## src/rtl/lfsr_pkg.sv

```systemverilog
// Shared types and helpers for the LFSR period controller: FSM states,
// default tap mask and the Fibonacci next-state function.
package lfsr_pkg;

  typedef enum logic [1:0] {
    IDLE = 2'd0,
    LOAD = 2'd1,
    RUN  = 2'd2,
    DONE = 2'd3
  } state_t;

  localparam logic [7:0] DEFAULT_TAPS_8 = 8'hB8;
  localparam int         MAX_WIDTH      = 16;

  // Callers zero-extend q and taps to MAX_WIDTH and slice the result back.
  function automatic logic [MAX_WIDTH-1:0] lfsr_next(
    input logic [MAX_WIDTH-1:0] q,
    input logic [MAX_WIDTH-1:0] taps,
    input int unsigned          width
  );
    logic [MAX_WIDTH-1:0] mask;
    mask = (MAX_WIDTH'(1) << width) - MAX_WIDTH'(1);
    return ((q << 1) & mask) | {{(MAX_WIDTH-1){1'b0}}, ^(q & taps)};
  endfunction

endpackage

```

## src/rtl/lfsr_core.sv

```systemverilog
// LFSR state register: load takes priority over a single step per cycle.
module lfsr_core
  import lfsr_pkg::*;
#(
  parameter int                WIDTH = 8,
  parameter logic [WIDTH-1:0]  TAPS  = WIDTH'(DEFAULT_TAPS_8)
) (
  input  logic             clk,
  input  logic             reset,
  input  logic             load,
  input  logic             en,
  input  logic [WIDTH-1:0] seed,
  output logic [WIDTH-1:0] q
);

  logic [WIDTH-1:0] step;

  assign step = WIDTH'(lfsr_next(MAX_WIDTH'(q), MAX_WIDTH'(TAPS), WIDTH));

  always_ff @(posedge clk or negedge reset) begin
    if (!reset) begin
      q <= '0;
    end else if (load) begin
      q <= seed;
    end else if (en) begin
      q <= step;
    end
  end

endmodule

```

## src/rtl/lfsr_period_ctrl.sv

```systemverilog
// Measures the period of an internal Fibonacci LFSR from a given seed.
// Build option: define LFSR_ZERO_DETECT_EN to end a run early on the all-zero lock-up state.
module lfsr_period_ctrl
  import lfsr_pkg::*;
#(
  parameter int                WIDTH = 8,
  parameter logic [WIDTH-1:0]  TAPS  = WIDTH'(DEFAULT_TAPS_8)
) (
  input  logic             clk,
  input  logic             reset,
  input  logic             start,
  input  logic [WIDTH-1:0] seed,
  output logic             busy,
  output logic             done,
  output logic [WIDTH-1:0] period,
  output logic             maximal,
  output logic             timeout,
  output logic             seed_err,
  output logic [WIDTH-1:0] lfsr_q
);

  localparam logic [WIDTH:0] CNT_FULL = {1'b1, {WIDTH{1'b0}}};
  localparam logic [WIDTH:0] CNT_MAX  = {1'b0, {WIDTH{1'b1}}};

  state_t           state;
  logic [WIDTH-1:0] seed_r;
  logic [WIDTH:0]   cnt;
  logic [WIDTH:0]   cnt_inc;
  logic [WIDTH-1:0] next_q;
  logic             match;
  logic             expired;

  assign cnt_inc = cnt + 1'b1;
  assign next_q  = WIDTH'(lfsr_next(MAX_WIDTH'(lfsr_q), MAX_WIDTH'(TAPS), WIDTH));
  assign match   = (next_q == seed_r);

`ifdef LFSR_ZERO_DETECT_EN
  assign expired = (cnt_inc == CNT_FULL) || (next_q == '0);
`else
  assign expired = (cnt_inc == CNT_FULL);
`endif

  assign busy = (state == LOAD) || (state == RUN);
  assign done = (state == DONE);

  lfsr_core #(
    .WIDTH (WIDTH),
    .TAPS  (TAPS)
  ) u_core (
    .clk   (clk),
    .reset (reset),
    .load  (state == LOAD),
    .en    (state == RUN),
    .seed  (seed_r),
    .q     (lfsr_q)
  );

  always_ff @(posedge clk or negedge reset) begin
    if (!reset) begin
      state    <= IDLE;
      seed_r   <= '0;
      cnt      <= '0;
      period   <= '0;
      maximal  <= 1'b0;
      timeout  <= 1'b0;
      seed_err <= 1'b0;
    end else begin
      case (state)
        IDLE: begin
          if (start) begin
            // Flags are cleared on every accepted start so exactly one result flag is ever set.
            period   <= '0;
            maximal  <= 1'b0;
            timeout  <= 1'b0;
            if (seed != '0) begin
              seed_r   <= seed;
              seed_err <= 1'b0;
              state    <= LOAD;
            end else begin
              seed_err <= 1'b1;
              state    <= DONE;
            end
          end
        end
        LOAD: begin
          cnt   <= '0;
          state <= RUN;
        end
        RUN: begin
          cnt <= cnt_inc;
          if (match) begin
            period  <= cnt_inc[WIDTH-1:0];
            maximal <= (cnt_inc == CNT_MAX);
            state   <= DONE;
          end else if (expired) begin
            timeout <= 1'b1;
            period  <= '0;
            state   <= DONE;
          end
        end
        DONE: begin
          state <= IDLE;
        end
        default: begin
          state <= IDLE;
        end
      endcase
    end
  end

endmodule

```

## config.mk

```make
export PLATFORM = sky130hd
export DESIGN_NAME = lfsr_period_ctrl
export DESIGN_NICKNAME = d
export VERILOG_FILES = /design/src/rtl/lfsr_pkg.sv /design/src/rtl/lfsr_core.sv /design/src/rtl/lfsr_period_ctrl.sv
export SDC_FILE = /design/constraint.sdc
export NUM_CORES = 1
export LEC_CHECK = 0
export ABC_AREA = 1
export CAP_MARGIN = 30
export CORE_ASPECT_RATIO = 0.9
export CORE_MARGIN = 10
export CORE_UTILIZATION = 48
export DETAILED_ROUTE_END_ITERATION = 8
export HOLD_SLACK_MARGIN = 0.08
export PLACE_DENSITY = 0.75
export SLEW_MARGIN = 20
export SYNTH_ARGS = -nofsm -noshare
export SYNTH_HDL_FRONTEND = slang
export SYNTH_SLANG_ARGS = --single-unit
```

## constraint.sdc

```tcl
create_clock -name clk -period 1.6 [get_ports clk]
set_input_delay 0.32 -clock clk [delete_from_list [all_inputs] [get_ports clk]]
set_output_delay 0.32 -clock clk [all_outputs]
set_load 0.03 [all_outputs]
```

=== Word-level counts from Yosys, hierarchy flattened ===
Index checks and enable logic that the tools add are counted.
W data, S select, Z words.

* $add $sub $neg: 1
* Equality and inequality tests: 11
* Mux-type cells: 19
* Bitwise operators: 1
* Reductions and logical operators: 12

{| class="wikitable"
|+ Operators by type and width
! cell !! number
|-
| $mux W8 || 5
|-
| $pmux W9 S2 || 1
|-
| $pmux W8 S2 || 1
|-
| $reduce_xor A16 Y1 || 1
|-
| $add A9 B1 Y9 const B || 1
|-
| $eq A9 B8 Y1 const B || 1
|-
| $eq A9 B9 Y1 const B || 1
|-
| $reduce_and A3 Y1 || 3
|-
| $eq A8 B8 Y1 || 1
|-
| $mux W2 || 4
|-
| $ne A2 B2 Y1 const B || 4
|-
| $or A8 B1 Y8 || 1
|-
| $pmux W2 S4 || 1
|-
| $reduce_bool A8 Y1 || 1
|-
| $mux W1 || 5
|-
| $eq A2 B2 Y1 const B || 2
|-
| $pmux W1 S2 || 2
|-
| $reduce_and A2 Y1 || 2
|-
| $reduce_and A4 Y1 || 1
|-
| $reduce_bool A2 Y1 || 2
|-
| $ne A3 B3 Y1 const B || 1
|-
| $eq A2 B1 Y1 const B || 1
|-
| $logic_not A2 Y1 || 1
|-
| $logic_or A1 B1 Y1 || 1
|}

* Bits in registers: 38
* Bits of input ports: 11
* Output and inout bits: 21
* Word-level logic and storage cells: 52

=== Longest topological paths before layout ===
* Depth after elaboration: 5
* Gate-level depth with buffers: 14
* Gate-level depth less buffers: 13

=== Modules after synthesis ===
Synthesis repeated with hierarchy kept, for this count alone.

* Cells, all modules: 309
* Area, all modules: 2219.6 sq um

{| class="wikitable"
|+ Modules (own cells, without submodules)
! module !! times used !! cells an instance !! area each (sq um) !! seq. area each (sq um)
|-
| lfsr_period_ctrl || 1 || 249 || 1785.5 || 750.7
|-
| lfsr_core || 1 || 60 || 434.2 || 200.2
|}

=== Least setup slack after synthesis ===
Ideal clock, no wire load.

* Path type: register to register
* From: register cnt[0]
* To: register state[0]
* Library setup time: 0.121 ns
* Data arrival time: 1.573 ns
* Data required time: 1.479 ns
* Path slack: -0.095 ns
* Stages on the path, launching flop included: 14
* Buffers on the path: 1
* Period minus slack after synthesis: 1.695 ns
* Cells stage by stage: dfrtp_1 ha_1 nand2_2 nor2_2 inv_1 nand2_1 nand2_2 nor2_2 nand3_2 nand2_2 buf_6 nand2_2 nand2_1 nand2_1

* Word-level cells in the longest chain between the ends: 4

{| class="wikitable"
|+ RTL lines
! element !! RTL line !! text
|-
| start, declared || lfsr_period_ctrl.sv:27 || <nowiki>logic [WIDTH:0] cnt;</nowiki>
|-
| start signal, assigned || lfsr_period_ctrl.sv:90 || <nowiki>cnt <= cnt_inc;</nowiki>
|-
| $add A9 B1 Y9 || lfsr_period_ctrl.sv:33 || <nowiki>assign cnt_inc = cnt + 1'b1;</nowiki>
|-
| $eq A9 B9 Y1 || lfsr_period_ctrl.sv:40 || <nowiki>assign expired = (cnt_inc == CNT_FULL);</nowiki>
|-
| $ne A3 B3 Y1 (no source line) || n/a ||
|-
| $reduce_and A2 Y1 (no source line) || n/a ||
|-
| end signal, assigned || lfsr_period_ctrl.sv:60 || <nowiki>state <= IDLE;</nowiki>
|-
| end signal, assigned || lfsr_period_ctrl.sv:78 || <nowiki>state <= LOAD;</nowiki>
|-
| end signal, assigned || lfsr_period_ctrl.sv:81 || <nowiki>state <= DONE;</nowiki>
|-
| end, declared || lfsr_period_ctrl.sv:25 || <nowiki>state_t state;</nowiki>
|}

No other way between the ends.
A chain may end at the register's enable or synchronous reset.

=== Worst setup path after layout ===
* From: register cnt[1]
* To: register period[0]

* Word-level cells in the longest chain between the ends: 4

{| class="wikitable"
|+ RTL lines
! element !! RTL line !! text
|-
| $add A9 B1 Y9 || lfsr_period_ctrl.sv:33 ||
|-
| $eq A9 B9 Y1 || lfsr_period_ctrl.sv:40 ||
|-
| $ne A3 B3 Y1 (no source line) || n/a ||
|-
| $reduce_and A3 Y1 (no source line) || n/a ||
|-
| end signal, assigned || lfsr_period_ctrl.sv:92 || <nowiki>period <= cnt_inc[WIDTH-1:0];</nowiki>
|-
| end, declared || lfsr_period_ctrl.sv:15 || <nowiki>output logic [WIDTH-1:0] period,</nowiki>
|}

No other way between the ends.

==> run_results.csv <==
group,metric,value,unit
layout,fin_area,0.00323,mm²
clocking,cts_sinks,38,
pwr,swShare,43.4,%
timing,setup_ws,-0.136,ns
detailed_routing,vias,2277,
detailed_routing,dr.pass1.iters,4,
layout,final_nets,386,
detailed_routing,ant_nets,0,
critical_path,start_kind,"flop",
clocking,path_clk_slew,0.08,ns
clocking,numCtsBuffers,5,
floorplan,dieArea,0.00749,mm²
pwr,pwr-share-clk,19.1,%
detailed_routing,routed_wirelength,6.33,mm
global_routing,grt_pass1_wl,10.2,mm
yosys,synth_top_area_cell,"dfrtp_1",
timing,fin_hold_ws,0.475,ns
critical_path,endpoint_kind,"flop",
pwr,vdd_drop_max,1.67,mV
floorplan,ios,32,
yosys,synth_edf_count,0,
pwr,p_sw,2.33,mW
yosys,ys_seq_area_share,44.7,%
floorplan,rows,22,
layout,drive_above_1_share,33.1,%
hold_path,hold_path.class,"flop to flop",
yosys,ys.flop_type,"dfrtp_1",
detailed_routing,drc,0,
yosys,syn_nets,304,
timing,fin_crit,1.74,ns
detailed_routing,drt-vias-per-instance,5.31,
yosys,syn_inst,286,
clocking,cts_tree,"built",
hold_path,worstHoldStart,"period[2]",
critical_path,r2r-start,"cnt[1]",
timing,rsz0062_at_grt,"yes",
pwr,power_density,1660,mW/mm²
critical_path,critPathMaxFanout,9,
yosys,syn_area,0.00213,mm²
yosys,synth_top_area_share,44.7,%
placement,hpwl,4.17,mm
pwr,p_comb_share,53.1,%
pwr,p_leak,1.57,nW
floorplan,dieHeight,83.1,µm
yosys,synth_common_cells,"nand2_1 (82), dfrtp_1 (38), inv_1 (36), o21ai_0 (28), nor2_1 (27)",
yosys,ys_warn_count,0,
detailed_routing,drt-initial-drc-count,141,
global_routing,grt_usage,16.1,%
global_routing,grt_max_degree,22,
timing,drv_slew,0,
status,violations,"setup timing",
timing,relSlewSlack,71.0,%
critical_path,critical_path_arrival,1.92,ns
placement,dpl_cell_area,0.00282,mm²
yosys,async_flop_share,100,%
layout,area_growth,52.0,%
layout,diodes,0,
status,status,"complete, but fails checks",
pwr,fin_total_pwr,5.36,mW
timing,finalCritPeriodShare,109,%
detailed_routing,wl_per_cell,14.7,µm
clocking,clock_latency,0.29,ns
global_routing,antenna_found_initial,0,
critical_path,critPathLaunch,"cnt[1]",
yosys,syn_avg_cell_area,7.43,µm²
pwr,p_int,3.03,mW
clocking,cts-root-buf,"clkbuf_8",
floorplan,coreArea,0.00418,mm²
timing,tightest_slew,0.435,ns
clocking,cts_buffer_depth,2,
timing,setup_viol,12,
placement,portBuffers,31,
run,cap_violations,0,
global_routing,grt_pass1_vias,2194,
floorplan,die_w,90.2,µm
critical_path,r2r_slack,-0.14,ns
yosys,ys_seq_elements,38,
global_routing,grt_overflow,0,
timing,hold_viol,0,
placement,gp_congestion,0.884,
yosys,synth_cell_type_count,24,
timing,clock_skew,0.00581,ns
floorplan,initial_utilization,50.8,%
critical_path,required,1.79,ns
timing,clock.fmax,576,MHz
yosys,synthTopCellsByArea,"dfrtp_1 (45%), nand2_1 (14%), o21ai_0 (6.6%)",
pwr,seqPwrFrac,27.8,%
critical_path,critical_path_class,"flop to flop",
clocking,htreeDepth,2,
yosys,synth_most_common_cell,"nand2_1",
registers in the layout, summed over array words and instances (netlist names):
name	count
state	2
u_core.q	8
timeout	1
cnt	9
seed_err	1
seed_r	8
maximal	1
period	8
worst max-delay path: stages, from the launching register on:
cell and delay, ns:
dfrtp_1 0.40, ha_4 0.17, nand2_4 0.07, nor2_4 0.14, nand3_2 0.10, nand2_2 0.08, nand2_1 0.06, nor2_2 0.11
nand3_2 0.11, nand2_4 0.12, nand2_4 0.10, nand2_1 0.10, nand2_2 0.05
metal layers:
layer | wire [µm] | share of wire (%) | track usage, % | up-vias
met5 | 0 | 0 | 0 | -
li1 | - | - | - | 1073
met1 | 2670 | 42 | 18.6 | 1097
met3 | 392 | 6.2 | 4.23 | 16
met4 | 118 | 1.9 | 6.32 | 0
met2 | 3150 | 50 | 27.6 | 91
layout make-up:
cell class | count | area (µm²)
flip-flops and latches | 38 | 956
repair inverters | 2 | 11.3
multi-input cells | 204 | 1210
clock inverters | 2 | 60.1
fillers | 314 | 953
clock buffers | 6 | 82.6
repair buffers | 79 | 684
inverters | 38 | 148
well taps | 60 | 75.1
through the flow:
step                instances  utilization (%)  setup WS [ns]  setup TNS, ns
floorplan                 286                -        -0.0224        -0.0454
global placement          412             67.3         -0.175          -2.25
detailed placement        412             67.3         -0.206          -3.46
CTS                       426             74.5         -0.109         -0.648
global route              429             77.2         -0.268          -2.93
finish                    429             77.2         -0.136          -1.34
final timing paths:
check,end,cells after the start
max,period[0],12
min,period[2],2
max reg2reg,period[0],12
min reg2reg,period[2],2
max in group asynchronous,u_core.q[3],3
min in group asynchronous,cnt[4],2
cell usage in the layout (no fill, tap or decap), types with 9 or more instances in the layout:
| cell | count |
|---|---|
| buf_4 | 41 |
| clkdlybuf4s50_1 | 9 |
| dfrtp_1 | 34 |
| dlygate4sd2_1 | 19 |
| inv_1 | 31 |
| nand2_1 | 73 |
| nand2_2 | 13 |
| nor2_1 | 20 |
| o21ai_0 | 24 |
power by group through the flow:
| stage | Clock (mW) | Combinational (mW) | Sequential (mW) |
|---|---|---|---|
| 2_1_floorplan | 0 | 1.24 | 1.66 |
| 3_3_place_gp | 0 | 2.40 | 1.47 |
| 3_5_place_dp | 0 | 2.46 | 1.48 |
| 4_1_cts | 1.03 | 2.60 | 1.47 |
| 5_1_grt | 1.08 | 3.10 | 1.52 |
| 6_report | 1.02 | 2.85 | 1.49 |
repair_timing:
item	CTS	global route
pin swaps	4	8
setup endpoints to repair	33	32
gates resized for setup	51	33
setup buffers	4	2
hold buffers	1	0
gates cloned	1	1
endpoints found under the hold margin	17	0
cell families after synthesis:
group           Yosys count  share of synthesized area [%]
simple gates            146                           29.4
compound gates           46                           11.5
buf+inv                  44                           8.12
flops                    38                           44.7
fa+ha+maj                 7                           4.12
xor+xnor                  5                           2.06
No activity file was read; power rests on OpenSTA's default activity.
